[config.mk]
export PLATFORM = sky130hd
export DESIGN_NAME = ddr_cmd_driver
export DESIGN_NICKNAME = d
export VERILOG_FILES = /design/src/rtl/ddr_cmd_driver.sv
export SDC_FILE = /design/constraint.sdc
export NUM_CORES = 1
export LEC_CHECK = 0
export ABC_AREA = 1
export BUFFER_PORTS_ARGS = -buffer_cell sky130_fd_sc_hd__buf_4
export CAP_MARGIN = 0
export CORE_AREA = 2 2 143 145
export CTS_BUF_LIST = sky130_fd_sc_hd__clkbuf_8
export CTS_CLUSTER_DIAMETER = 50
export DETAILED_ROUTE_END_ITERATION = 16
export DIE_AREA = 0 0 145 147
export PLACE_DENSITY_LB_ADDON = 0.3
export SLEW_MARGIN = 25
export SYNTH_ARGS = -nofsm -noshare
export SYNTH_HDL_FRONTEND = slang
export SYNTH_SLANG_ARGS = --single-unit
[constraint.sdc]
create_clock -name CK_t -period 2.7 [get_ports CK_t]
set_input_delay 0.135 -clock CK_t [delete_from_list [all_inputs] [get_ports CK_t]]
set_output_delay 0.135 -clock CK_t [all_outputs]
set_load 0.03 [all_outputs]
[src/rtl/ddr_cmd_driver.sv]
// rtl/ddr_cmd_driver.sv - DDR4 single-transaction command/data sequencer (ACT, WR/RD, burst, PRE).
// Optional build macro: AUTO_PRECHARGE_EN (WR/RD carry auto-precharge, explicit PRE skipped).
module ddr_cmd_driver #(
  parameter int T_RCD = 4,
  parameter int CWL   = 9,
  parameter int CL    = 11,
  parameter int T_WR  = 12,
  parameter int T_RTP = 6,
  parameter int T_RP  = 4
) (
  input  logic        CK_t,
  input  logic        reset_n,
  input  logic        req_valid,
  output logic        req_ready,
  input  logic        req_rw,
  input  logic [1:0]  req_bg,
  input  logic [1:0]  req_ba,
  input  logic [13:0] req_row,
  input  logic [9:0]  req_col,
  input  logic        req_bl4,
  input  logic [63:0] req_wdata,
  output logic        cs_n,
  output logic        act_n,
  output logic        RAS_n_A16,
  output logic        CAS_n_A15,
  output logic        WE_n_A14,
  output logic [1:0]  bg_addr,
  output logic [1:0]  ba_addr,
  output logic        A13,
  output logic        A12_BC_n,
  output logic        A11,
  output logic        A10_AP,
  output logic [9:0]  A9_A0,
  output logic [7:0]  dq_rise,
  output logic [7:0]  dq_fall,
  output logic        dqs_oe,
  input  logic [7:0]  dq_in_rise,
  input  logic [7:0]  dq_in_fall,
  output logic [63:0] rd_data,
  output logic        rd_valid
);

  localparam logic [3:0] S_IDLE  = 4'd0;
  localparam logic [3:0] S_ACT   = 4'd1;
  localparam logic [3:0] S_TRCD  = 4'd2;
  localparam logic [3:0] S_CAS   = 4'd3;
  localparam logic [3:0] S_LAT   = 4'd4;
  localparam logic [3:0] S_BURST = 4'd5;
  localparam logic [3:0] S_REC   = 4'd6;
  localparam logic [3:0] S_PRE   = 4'd7;
  localparam logic [3:0] S_TRP   = 4'd8;

`ifdef AUTO_PRECHARGE_EN
  localparam logic AP = 1'b1;
`else
  localparam logic AP = 1'b0;
`endif

  // Counter value for an n-cycle wait; anything below 2 still occupies one cycle.
  function automatic logic [4:0] wait_load(input int n);
    if (n <= 1) return 5'd0;
    else        return 5'(n - 1);
  endfunction

  logic [3:0]  state;
  logic [4:0]  cnt;
  logic [1:0]  beat;
  logic        rw_q;
  logic        bl4_q;
  logic [1:0]  bg_q;
  logic [1:0]  ba_q;
  logic [13:0] row_q;
  logic [9:0]  col_q;
  logic [63:0] wdata_q;
  logic [63:0] rbuf;
  logic [63:0] rbuf_next;
  logic [4:0]  cmd;
  logic [13:0] addr;

  always_comb begin
    rbuf_next = rbuf;
    rbuf_next[{beat, 4'b0000} +: 8] = dq_in_rise;
    rbuf_next[{beat, 4'b1000} +: 8] = dq_in_fall;
  end

  always_ff @(posedge CK_t or negedge reset_n) begin
    if (!reset_n) begin
      state    <= S_IDLE;
      cnt      <= 5'd0;
      beat     <= 2'd0;
      rw_q     <= 1'b0;
      bl4_q    <= 1'b0;
      bg_q     <= 2'd0;
      ba_q     <= 2'd0;
      row_q    <= 14'd0;
      col_q    <= 10'd0;
      wdata_q  <= 64'd0;
      rbuf     <= 64'd0;
      rd_data  <= 64'd0;
      rd_valid <= 1'b0;
    end else begin
      rd_valid <= 1'b0;
      case (state)
        S_IDLE: if (req_valid) begin
          rw_q    <= req_rw;
          bl4_q   <= req_bl4;
          bg_q    <= req_bg;
          ba_q    <= req_ba;
          row_q   <= req_row;
          col_q   <= req_col;
          wdata_q <= req_wdata;
          state   <= S_ACT;
        end
        S_ACT: begin
          cnt   <= wait_load(T_RCD - 1);
          state <= S_TRCD;
        end
        S_TRCD: if (cnt == 5'd0) state <= S_CAS; else cnt <= cnt - 5'd1;
        S_CAS: begin
          cnt   <= rw_q ? wait_load(CL - 1) : wait_load(CWL - 1);
          state <= S_LAT;
        end
        S_LAT: if (cnt == 5'd0) begin
          cnt   <= bl4_q ? 5'd1 : 5'd3;
          beat  <= 2'd0;
          rbuf  <= 64'd0;
          state <= S_BURST;
        end else cnt <= cnt - 5'd1;
        S_BURST: begin
          rbuf <= rbuf_next;
          beat <= beat + 2'd1;
          if (cnt == 5'd0) begin
            cnt   <= rw_q ? wait_load(T_RTP) : wait_load(T_WR);
            state <= S_REC;
            if (rw_q) begin
              rd_data  <= bl4_q ? {32'd0, rbuf_next[31:0]} : rbuf_next;
              rd_valid <= 1'b1;
            end
          end else cnt <= cnt - 5'd1;
        end
        S_REC: if (cnt == 5'd0) begin
`ifdef AUTO_PRECHARGE_EN
          // The skipped PRE cycle is folded into tRP so total recovery is unchanged.
          cnt   <= wait_load(T_RP);
          state <= S_TRP;
`else
          state <= S_PRE;
`endif
        end else cnt <= cnt - 5'd1;
        S_PRE: begin
          cnt   <= wait_load(T_RP - 1);
          state <= S_TRP;
        end
        S_TRP: if (cnt == 5'd0) state <= S_IDLE; else cnt <= cnt - 5'd1;
        default: state <= S_IDLE;
      endcase
    end
  end

  always_comb begin
    cmd     = 5'b11111;
    addr    = 14'd0;
    bg_addr = 2'd0;
    ba_addr = 2'd0;
    case (state)
      S_ACT: begin
        cmd     = 5'b00111;
        addr    = row_q;
        bg_addr = bg_q;
        ba_addr = ba_q;
      end
      S_CAS: begin
        cmd     = rw_q ? 5'b01101 : 5'b01100;
        addr    = {1'b0, ~bl4_q, 1'b0, AP, col_q};
        bg_addr = bg_q;
        ba_addr = ba_q;
      end
      S_PRE: begin
        cmd     = 5'b01010;
        bg_addr = bg_q;
        ba_addr = ba_q;
      end
      default: ;
    endcase
  end

  assign {cs_n, act_n, RAS_n_A16, CAS_n_A15, WE_n_A14} = cmd;
  assign {A13, A12_BC_n, A11, A10_AP, A9_A0}           = addr;
  assign req_ready = (state == S_IDLE);
  assign dqs_oe    = (state == S_BURST) && !rw_q;
  assign dq_rise   = dqs_oe ? wdata_q[{beat, 4'b0000} +: 8] : 8'd0;
  assign dq_fall   = dqs_oe ? wdata_q[{beat, 4'b1000} +: 8] : 8'd0;

endmodule

==> flow_summary_export.csv, run 1 <==
group,metric,value,unit
setup_path,cp_max_fo,35,
final_layout,syn_to_final_growth,32.9,%
setup_path,cp_cell_sequence,"buf_4 -> buf_6 -> nor2_1 -> nor2_1 -> o21ai_0 -> a21oi_1 -> buf_4",
flow_run,drv_cap,0,
logic_synthesis,syn_area,10900,sq um
setup_path,critical_path.slowest_cell,"dfrtp_2",
logic_synthesis,synth-seq-cells,234,
logic_synthesis,yosysTopAreaCellShare,53.5,%
global_route,top_usage_layer,"met2",
clock_tree,clock_sinks,234,
route,dr.pass1.iters,5,
sta,fin_crit,2.63,ns
logic_synthesis,avgSynthCellArea,10.3,sq um
sta,final-setup-viol-count,0,
logic_synthesis,async_flop_share,100,%
route,vias,9530,
placement,placed_cell_area,12700,sq um
logic_synthesis,synth_most_common_cell,"dfrtp_1",
route,drt_iter0_drc,768,
route,drcViolationCount,0,
global_route,antenna_found_initial,0,
logic_synthesis,synth_top_cell_by_area,"dfrtp_1",
route,drt-wirelength-per-cell,19.4,microns
die,row_count,52,
final_layout,layout.nets,1499,
placement,place_hpwl,18.6,mm
global_route,gr-usage-met1,38.7,%
clock_tree,cts_buffers,40,
final_layout,fillers,1308,
global_route,grt_max_degree,84,
setup_path,max_stage_delay,0.36,ns
placement,portBuffers,218,
power_and_ir_drop,vdd_drop_max,0.000670,V
min_path,min_path_type,"in2reg",
setup_path,path_buf_inv,3,
sta,rsz0062_at_grt,"no",
final_layout,drive_gt1_share,29.5,%
global_route,grt_usage,30.0,%
die,coreArea,19800,sq um
sta,relSlewSlack,51.3,%
sta,fin_setup_tns,0,ns
sta,worst_pin_slew,0.729,ns
power_and_ir_drop,p_leak,7.06,nW
die,die_x,145,microns
logic_synthesis,synth_nets,1182,
clock_tree,cts_root_buf,"clkbuf_8",
die,pin_count,219,
setup_path,cp-end-kind,"output port",
route,totalWireLength,32.5,mm
setup_path,worstSetupPathType,"reg2out",
logic_synthesis,synth_cells,1063,
clock_tree,clock_latency,0.55,ns
sta,fmax,381,MHz
run_status,status,"finished, final reports clean",
global_route,grt_remaining_overflow,0,
final_layout,antennaDiodeCount,0,
die,dieArea,21300,sq um
global_route,met3_usage,6.68,%
clock_tree,clk_path_buf_depth,3,
sta,skew,0.0143,ns
logic_synthesis,yosysWarnings,0,
setup_path,worst_ep_arrival_time,2.49,ns
logic_synthesis,synth_cell_type_count,36,
sta,slew_viol_final,0,
logic_synthesis,synth-edff-count,0,
logic_synthesis,synth_area_leaders,"dfrtp_1 54%, mux2_4 6.9%, o21ai_0 6.5%",
die,fp.dieH,147,microns
global_route,grt_pass1_wl,51.5,mm
route,antenna_left,0,
logic_synthesis,yosys-top-cells-count,"234 x dfrtp_1, 142 x o21ai_0, 119 x nand2_1",
clock_tree,tritoncts,"done",
route,vias_per_cell,5.68,
global_route,grt_util_met2,50.2,%
die,initial_core_util,55.1,%
clock_tree,htree_num_levels,2,
global_route,grt_pass1_vias,9672,
setup_path,critical-path-top-delay-family,"buffers and inverters",
clock_tree,path_clk_slew,0.06,ns
setup_path,required,2.57,ns
setup_path,startpoint_type,"flop",
placement,place.gp.congestion,0.843,
sta,hold_violations,0,
sta,finalCritPeriodShare,97.2,%
power_and_ir_drop,powerDensity,1130,nW/um^2
final_layout,design_area,14500,sq um
logic_synthesis,synthFlopType,"dfrtp_1",
logic_synthesis,seq_area_frac_synth,53.5,%
[power breakdown]
part / leakage (nW) / internal (mW) / total [mW] / switching (mW)
clock: 0.457 / 1.67 / 3.15 / 1.48
combinational: 3.66 / 2.95 / 7.52 / 4.57
sequential: 2.95 / 4.89 / 5.74 / 0.853
[logic make-up after synthesis]
logic type,synth area share [%]
and+or+nand+nor,10.2
xor gates and xnor gates,0.160
adders and majority gates,0.686
buffers and inverters,6.87
AOI/OAI and AO/OA,16.4
muxes,12.1
DFF,53.5
[state kept, by name, indices dropped and copies added, names as in the netlist]
signal,count
row_q,14
wdata_q,64
rbuf,64
col_q,10
bg_q,2
rd_valid,1
ba_q,2
beat,2
bl4_q,1
state,4
rw_q,1
rd_data,64
cnt,5
[through the flow]
stage / setup WS, ns / utilization (%) / power [mW] / hold WS (ns) / std cells
floorplan: 0.375 / - / 10.7 / -0.161 / 1063
global placement: 0.561 / 64.0 / 12.5 / 0.176 / 1503
detailed placement: 0.428 / 64.0 / 12.8 / 0.185 / 1503
CTS: 0.0201 / 73.2 / 16.0 / 0.00691 / 1677
global route: 0.0409 / 73.3 / 17.3 / 0.0216 / 1679
finish: 0.0744 / 73.3 / 16.4 / 0.0331 / 1679
[final timing paths]
| check | from | to | slack, ns | cells after the start |
|---|---|---|---|---|
| max | beat[0] | dq_fall[7] | 0.07 | 7 |
| max in group asynchronous | reset_n | wdata_q[58] | 1.57 | 3 |
| min in group asynchronous | reset_n | rd_data[25] | 0.20 | 2 |
| max reg2reg | beat[0] | rd_data[8] | 0.39 | 6 |
| min | dq_in_rise[0] | rd_data[32] | 0.03 | 3 |
| min reg2reg | rd_data[20] | rd_data[20] | 0.49 | 1 |
[placed cells by master (no fill, tap or decap), types with 2 or more instances in the layout]
| cell | instances |
|---|---|
| dfrtp_1 | 233 |
| buf_4 | 231 |
| o21ai_0 | 142 |
| nand2_1 | 119 |
| nor2_1 | 109 |
| dlygate4sd3_1 | 103 |
| inv_1 | 95 |
| mux2_4 | 50 |
| clkbuf_8 | 50 |
| o21ai_1 | 41 |
| mux2_2 | 40 |
| a22oi_1 | 38 |
| o22ai_1 | 20 |
| a21oi_1 | 18 |
| o31ai_1 | 16 |
| a21oi_2 | 11 |
| mux2_1 | 11 |
| a32o_1 | 10 |
| a41oi_1 | 8 |
| inv_2 | 7 |
| nand3_1 | 7 |
| nor3_1 | 7 |
| ha_1 | 6 |
| nor2_4 | 4 |
| nand2_4 | 4 |
| buf_12 | 4 |
| clkinv_1 | 3 |
| nand4_1 | 3 |
| nor2_8 | 2 |
| nor4_1 | 2 |
| xor2_1 | 2 |
| clkinvlp_4 | 2 |
| clkinv_2 | 2 |
[worst min-delay path, stage by stage]
cell	delay, ns
buf_4	0.12
a41oi_1	0.17
o21ai_1	0.11
[what timing repair did]
| action | 4_1_cts | 5_1_grt |
|---|---|---|
| hold buffers | 103 | 0 |
| endpoints found under the setup margin | 0 | 15 |
| resized for setup | 0 | 2 |
| hold endpoints to repair | 187 | 0 |
| buffers inserted | 0 | 1 |
[final cells by class]
class                           count  area (sq um)  share of cell area [%]
Clock inverter                     21          93.8                   0.645
Timing Repair Buffer              340          2870                    19.7
Multi-Input combinational cell    674          4350                    29.9
Clock buffer                       50           688                    4.73
Inverter                           90           343                    2.36
Sequential cell                   234          5860                    40.3
Tap cell                          270           338                    2.32
[layer usage]
layer  vias to the layer above  wire length [microns]
met5                         -                      0
met1                      4704                  13100
met4                         0                    928
li1                       4267                      -
met2                       483                  16000
met3                        76                   2540
Power figures use the tool's default switching activity.
==> inputs of run 2 (changes only) <==
==> constraint.sdc (replaced) <==
create_clock -name CK_t -period 2.7 [get_ports CK_t]
set_input_delay 0.135 -clock CK_t [delete_from_list [all_inputs] [get_ports CK_t]]
set_output_delay 0.135 -clock CK_t [all_outputs]
set_load 0.1 [all_outputs]
==> flow_summary_export.csv, run 2 (synthesized netlist as in run 1, its figures left out) <==
group,metric,value,unit
run_status,status,"finished, final reports clean",
route,vias,9375,
route,drcViolationCount,0,
global_route,grt_remaining_overflow,0,
final_layout,antennaDiodeCount,0,
final_layout,layout.nets,1495,
clock_tree,clock_latency,0.54,ns
clock_tree,htree_num_levels,2,
power_and_ir_drop,powerDensity,1290,nW/um^2
power_and_ir_drop,clkPwrFrac,16.0,%
placement,placed_cell_area,12800,sq um
setup_path,worstSetupPathType,"reg2out",
die,initial_core_util,55.1,%
setup_path,rr_worst_depth,6,
sta,fin_crit,2.61,ns
clock_tree,clock_sinks,234,
route,drt_iter0_drc,858,
setup_path,rr_startpoint,"beat[0]",
die,pin_count,219,
global_route,antenna_found_initial,0,
clock_tree,tritoncts,"done",
die,die_x,145,microns
sta,worst_pin_slew,0.806,ns
die,coreArea,19800,sq um
power_and_ir_drop,switching_share,49.8,%
power_and_ir_drop,p_switching,9.37,mW
sta,relSlewSlack,46.3,%
route,dr.pass1.iters,5,
final_layout,instances_no_fill,1668,
setup_path,crit_start,"state[2]",
placement,portBuffers,218,
setup_path,r2r_slack,0.32,ns
setup_path,rr_endpoint,"rd_data[12]",
setup_path,cp_max_fo,14,
min_path,min_path_type,"in2reg",
placement,place.gp.congestion,0.872,
placement,place_hpwl,18.7,mm
global_route,grt_max_degree,98,
power_and_ir_drop,vdd_drop_max,0.00118,V
min_path,min_to,"rbuf[35]",
placement,dp.cells,1503,
final_layout,drive_gt1_share,29.8,%
flow_run,drv_cap,0,
final_layout,syn_to_final_growth,33.0,%
sta,hold_violations,0,
route,drt-wirelength-per-cell,19.4,microns
setup_path,cp-end-kind,"output port",
sta,finalCritPeriodShare,96.7,%
sta,fmax,383,MHz
power_and_ir_drop,internal_power,9.45,mW
final_layout,largest_registers,"rbuf x64, rd_data x64, wdata_q x64",
global_route,grt_pass1_vias,9717,
setup_path,critical_path.slowest_cell,"dfrtp_1",
clock_tree,clk_path_buf_depth,3,
setup_path,cpMostUsedCell,"buf_4",
power_and_ir_drop,power,18.8,mW
clock_tree,cts_buffers,39,
min_path,holdPathStages,3,
global_route,grt_usage,29.9,%
setup_path,worst_ep_arrival_time,2.48,ns
die,fp.dieH,147,microns
final_layout,layout_common_cells,"233 x dfrtp_1, 229 x buf_4, 141 x o21ai_0",
clock_tree,path_clk_slew,0.06,ns
clock_tree,cts_root_buf,"clkbuf_8",
final_layout,design_area,14600,sq um
setup_path,startpoint_type,"flop",
min_path,worstHoldStart,"dq_in_rise[3]",
die,dieArea,21300,sq um
sta,rsz0062_at_grt,"no",
sta,final-setup-viol-count,0,
setup_path,cp_cell_sequence,"nor2_4 -> inv_1 -> nor2_1 -> buf_4 -> a32o_1 -> buf_4",
final_layout,fillers,1320,
setup_path,required,2.57,ns
final_layout,final_common_cell,"dfrtp_1",
power_and_ir_drop,p_comb_share,53.2,%
power_and_ir_drop,p_leak,7.01,nW
sta,skew,0.0350,ns
global_route,grt_pass1_wl,50.9,mm
die,row_count,52,
power_and_ir_drop,p_seq_share,30.8,%
route,totalWireLength,32.3,mm
sta,slew_viol_final,0,
route,vias_per_cell,5.62,
setup_path,max_stage_delay,0.47,ns
route,antenna_left,0,
## run 2: final cells by class
type	instances	area (sq um)	share of cell area [%]
multi-input cells	674	4440	30.5
clock inverters	15	65.1	0.447
flip-flops and latches	234	5860	40.2
well taps	270	338	2.32
clock buffers	48	661	4.54
repair buffers	337	2850	19.6
inverters	90	345	2.37
## run 2: timing repair
item / 4_1_cts / 5_1_grt
hold endpoints to repair: 213 / 0
cloned: 1 / 0
buffers inserted: 0 / 2
hold buffers: 99 / 0
pin swaps: 1 / 1
endpoints found under the setup margin: 16 / 3
resized for setup: 5 / 2
## run 2: metal layers
metal	track usage [%]	vias up	wire length (microns)
met4	14.4	0	1540
met1	37.1	4489	12300
met3	7.61	128	2770
met5	0	-	0
met2	49.5	500	15700
li1	-	4258	-
## run 2: worst max-delay path, delay by kind of cell (launching register included)
kind                   cells  cell delay [ns]
and+or+nand+nor            2             0.71
buffers and inverters      3             0.61
DFF                        1             0.47
AOI/OAI and AO/OA          1             0.16
## run 2: power by group through the flow
| stage | Clock, mW | Sequential [mW] | Combinational [mW] |
|---|---|---|---|
| after floorplan | 0 | 7.39 | 5.84 |
| after global placement | 0 | 5.65 | 9.43 |
| after detailed placement | 0 | 5.70 | 9.61 |
| after CTS | 3.02 | 5.66 | 9.80 |
| after global routing | 3.21 | 5.89 | 10.6 |
| final | 3.02 | 5.79 | 10.0 |
## run 2: how the worst max path moves through the flow
stage | end | slack, ns
floorplan | dq_fall[7] | -0.49
global placement | dq_fall[7] | 0.39
detailed placement | dq_fall[7] | 0.36
CTS | dq_fall[7] | 0.08
global route | dq_fall[2] | 0.003
finish | A9_A0[0] | 0.09
## run 2: through the flow
| stage | hold WS (ns) | util [%] | worst slack (ns) | setup TNS (ns) |
|---|---|---|---|---|
| after global routing | 0.0283 | 73.3 | 0.00349 | 0 |
| after floorplan | -0.161 | - | -0.494 | -3.24 |
| after detailed placement | 0.103 | 64.4 | 0.357 | 0 |
| after global placement | 0.0984 | 64.4 | 0.388 | 0 |
| final | 0.0347 | 73.3 | 0.0894 | 0 |
| after CTS | 0.00697 | 73.2 | 0.0809 | 0 |
==> inputs of run 3 (changes only) <==
--- a/config.mk
+++ b/config.mk
@@ -8,12 +8,12 @@
 export ABC_AREA = 1
 export BUFFER_PORTS_ARGS = -buffer_cell sky130_fd_sc_hd__buf_4
 export CAP_MARGIN = 0
-export CORE_AREA = 2 2 143 145
+export CORE_AREA = 2 2 137 152
 export CTS_BUF_LIST = sky130_fd_sc_hd__clkbuf_8
 export CTS_CLUSTER_DIAMETER = 50
 export DETAILED_ROUTE_END_ITERATION = 16
-export DIE_AREA = 0 0 145 147
-export PLACE_DENSITY_LB_ADDON = 0.3
+export DIE_AREA = 0 0 139 154
+export PLACE_DENSITY = 0.8
 export SLEW_MARGIN = 25
 export SYNTH_ARGS = -nofsm -noshare
 export SYNTH_HDL_FRONTEND = slang
==> flow_summary_export.csv, run 3 (synthesized netlist as in run 1, its figures left out) <==
group,metric,value,unit
power_and_ir_drop,clkPwrFrac,17.6,%
global_route,grt_pass1_wl,54.3,mm
final_layout,syn_to_final_growth,34.0,%
route,antenna_left,0,
final_layout,drive_gt1_share,29.6,%
placement,dp_slack,0.424,ns
power_and_ir_drop,p_leak,7.11,nW
sta,final-setup-viol-count,0,
clock_tree,post-cts-setup-buffers,0,
sta,worst_pin_slew,0.754,ns
sta,finalWorstSetupSlack,0.0623,ns
clock_tree,htree_num_levels,2,
sta,fmax,379,MHz
power_and_ir_drop,power,19.4,mW
die,pin_count,219,
clock_tree,cts_buffers,40,
sta,skew,0.0258,ns
sta,fin_crit,2.64,ns
power_and_ir_drop,p_comb_share,52.3,%
flow_run,drv_cap,0,
global_route,antenna_found_initial,0,
final_layout,layout_common_cells,"233 x dfrtp_1, 233 x buf_4, 141 x o21ai_0",
die,die_x,139,microns
setup_path,startpoint_type,"flop",
min_path,min_path_type,"in2reg",
power_and_ir_drop,p_switching,9.57,mW
route,vias,9603,
placement,place_hpwl,19.1,mm
sta,hold_ws,0.0221,ns
route,vias_per_cell,5.78,
final_layout,instances_no_fill,1662,
sta,slew_viol_final,0,
route,totalWireLength,34.2,mm
route,drt-wirelength-per-cell,20.6,microns
final_layout,layout.nets,1500,
route,drt_iter0_drc,872,
placement,dp.cells,1489,
global_route,grt_usage,31.7,%
placement,place.gp.congestion,0.816,
setup_path,worstSetupPathType,"reg2out",
power_and_ir_drop,powerDensity,1320,nW/um^2
route,dr.pass1.iters,7,
clock_tree,clock_sinks,234,
die,initial_core_util,55.4,%
sta,relSlewSlack,49.7,%
power_and_ir_drop,p_seq_share,30.1,%
die,row_count,54,
setup_path,required,2.57,ns
global_route,grt_remaining_overflow,0,
final_layout,design_area,14700,sq um
power_and_ir_drop,internal_power,9.80,mW
clock_tree,path_clk_slew,0.07,ns
global_route,grt_pass1_vias,10100,
sta,finalCritPeriodShare,97.7,%
clock_tree,clk_path_buf_depth,3,
die,fp.dieH,154,microns
placement,placed_cell_area,12800,sq um
die,dieArea,21400,sq um
final_layout,antennaDiodeCount,0,
run_status,status,"finished, final reports clean",
power_and_ir_drop,switching_share,49.4,%
clock_tree,cts_root_buf,"clkbuf_8",
die,coreArea,19700,sq um
setup_path,cp_max_fo,30,
route,drcViolationCount,0,
clock_tree,clock_latency,0.55,ns
sta,hold_violations,0,
setup_path,cp-end-kind,"output port",
setup_path,worst_ep_arrival_time,2.50,ns
final_layout,largest_registers,"rbuf x64, rd_data x64, wdata_q x64",
power_and_ir_drop,vdd_drop_max,0.000991,V
placement,portBuffers,218,
global_route,grt_max_degree,89,
clock_tree,tritoncts,"done",
-- run 3: cell count changes in the layout (fill, tap and decap cells not counted), sizes merged --
cell,change
inv,+7
clkbuf,-3
dlygate4sd3,+3
bufinv,+4
buf,+2
nor2,-1
-- run 3: worst max-delay path, cell delays in order, from the launching register on --
cell and delay (ns):
dfrtp_1 0.44, inv_2 0.15, nand2_4 0.10, nor2_8 0.14, inv_6 0.12, nor2_4 0.13
inv_2 0.26, a21oi_1 0.27, buf_4 0.34
-- run 3: what timing repair did --
item,in CTS,in global routing
endpoints found under the setup margin,0,15
hold endpoints to repair,184,0
hold buffers,102,0
gates resized for setup,0,4
-- run 3: final timing paths --
check / from / end / slack, ns / cells past startpoint
min: dq_in_rise[5] / rbuf[37] / 0.02 / 3
min in group asynchronous: reset_n / wdata_q[41] / 0.16 / 2
max: state[3] / dq_rise[1] / 0.06 / 8
max in group asynchronous: reset_n / wdata_q[31] / 1.57 / 3
min reg2reg: rbuf[45] / rbuf[45] / 0.49 / 2
max reg2reg: beat[0] / rd_data[14] / 0.34 / 6
-- run 3: per-layer routing --
metal	vias up	GRT usage (%)	wire, microns
met3	128	8.22	2890
li1	4266	-	-
met4	0	13.3	1390
met1	4713	38.7	12800
met2	496	53.8	17100
met5	-	0	0
-- run 3: area by class of cell --
class	instances	area [sq um]
Sequential cell	234	5860
Multi-Input combinational cell	673	4420
Fill cell	1234	5070
Clock inverter	26	211
Tap cell	252	315
Timing Repair Buffer	342	2890
Inverter	90	343
Clock buffer	45	619
-- run 3: through the flow --
| stage | utilization (%) | setup TNS (ns) |
|---|---|---|
| after floorplan | - | -3.24 |
| after global placement | 64.8 | 0 |
| after detailed placement | 64.8 | 0 |
| after CTS | 74.2 | 0 |
| after global routing | 74.3 | -0.00256 |
| final | 74.3 | 0 |
-- run 3: power groups by stage --
| stage | logic [mW] | clock network (mW) | registers, mW |
|---|---|---|---|
| after floorplan | 5.84 | 0 | 7.39 |
| after global placement | 9.45 | 0 | 5.64 |
| after detailed placement | 9.66 | 0 | 5.70 |
| after CTS | 9.79 | 3.37 | 5.67 |
| after global routing | 10.7 | 3.58 | 5.91 |
| final | 10.1 | 3.41 | 5.82 |
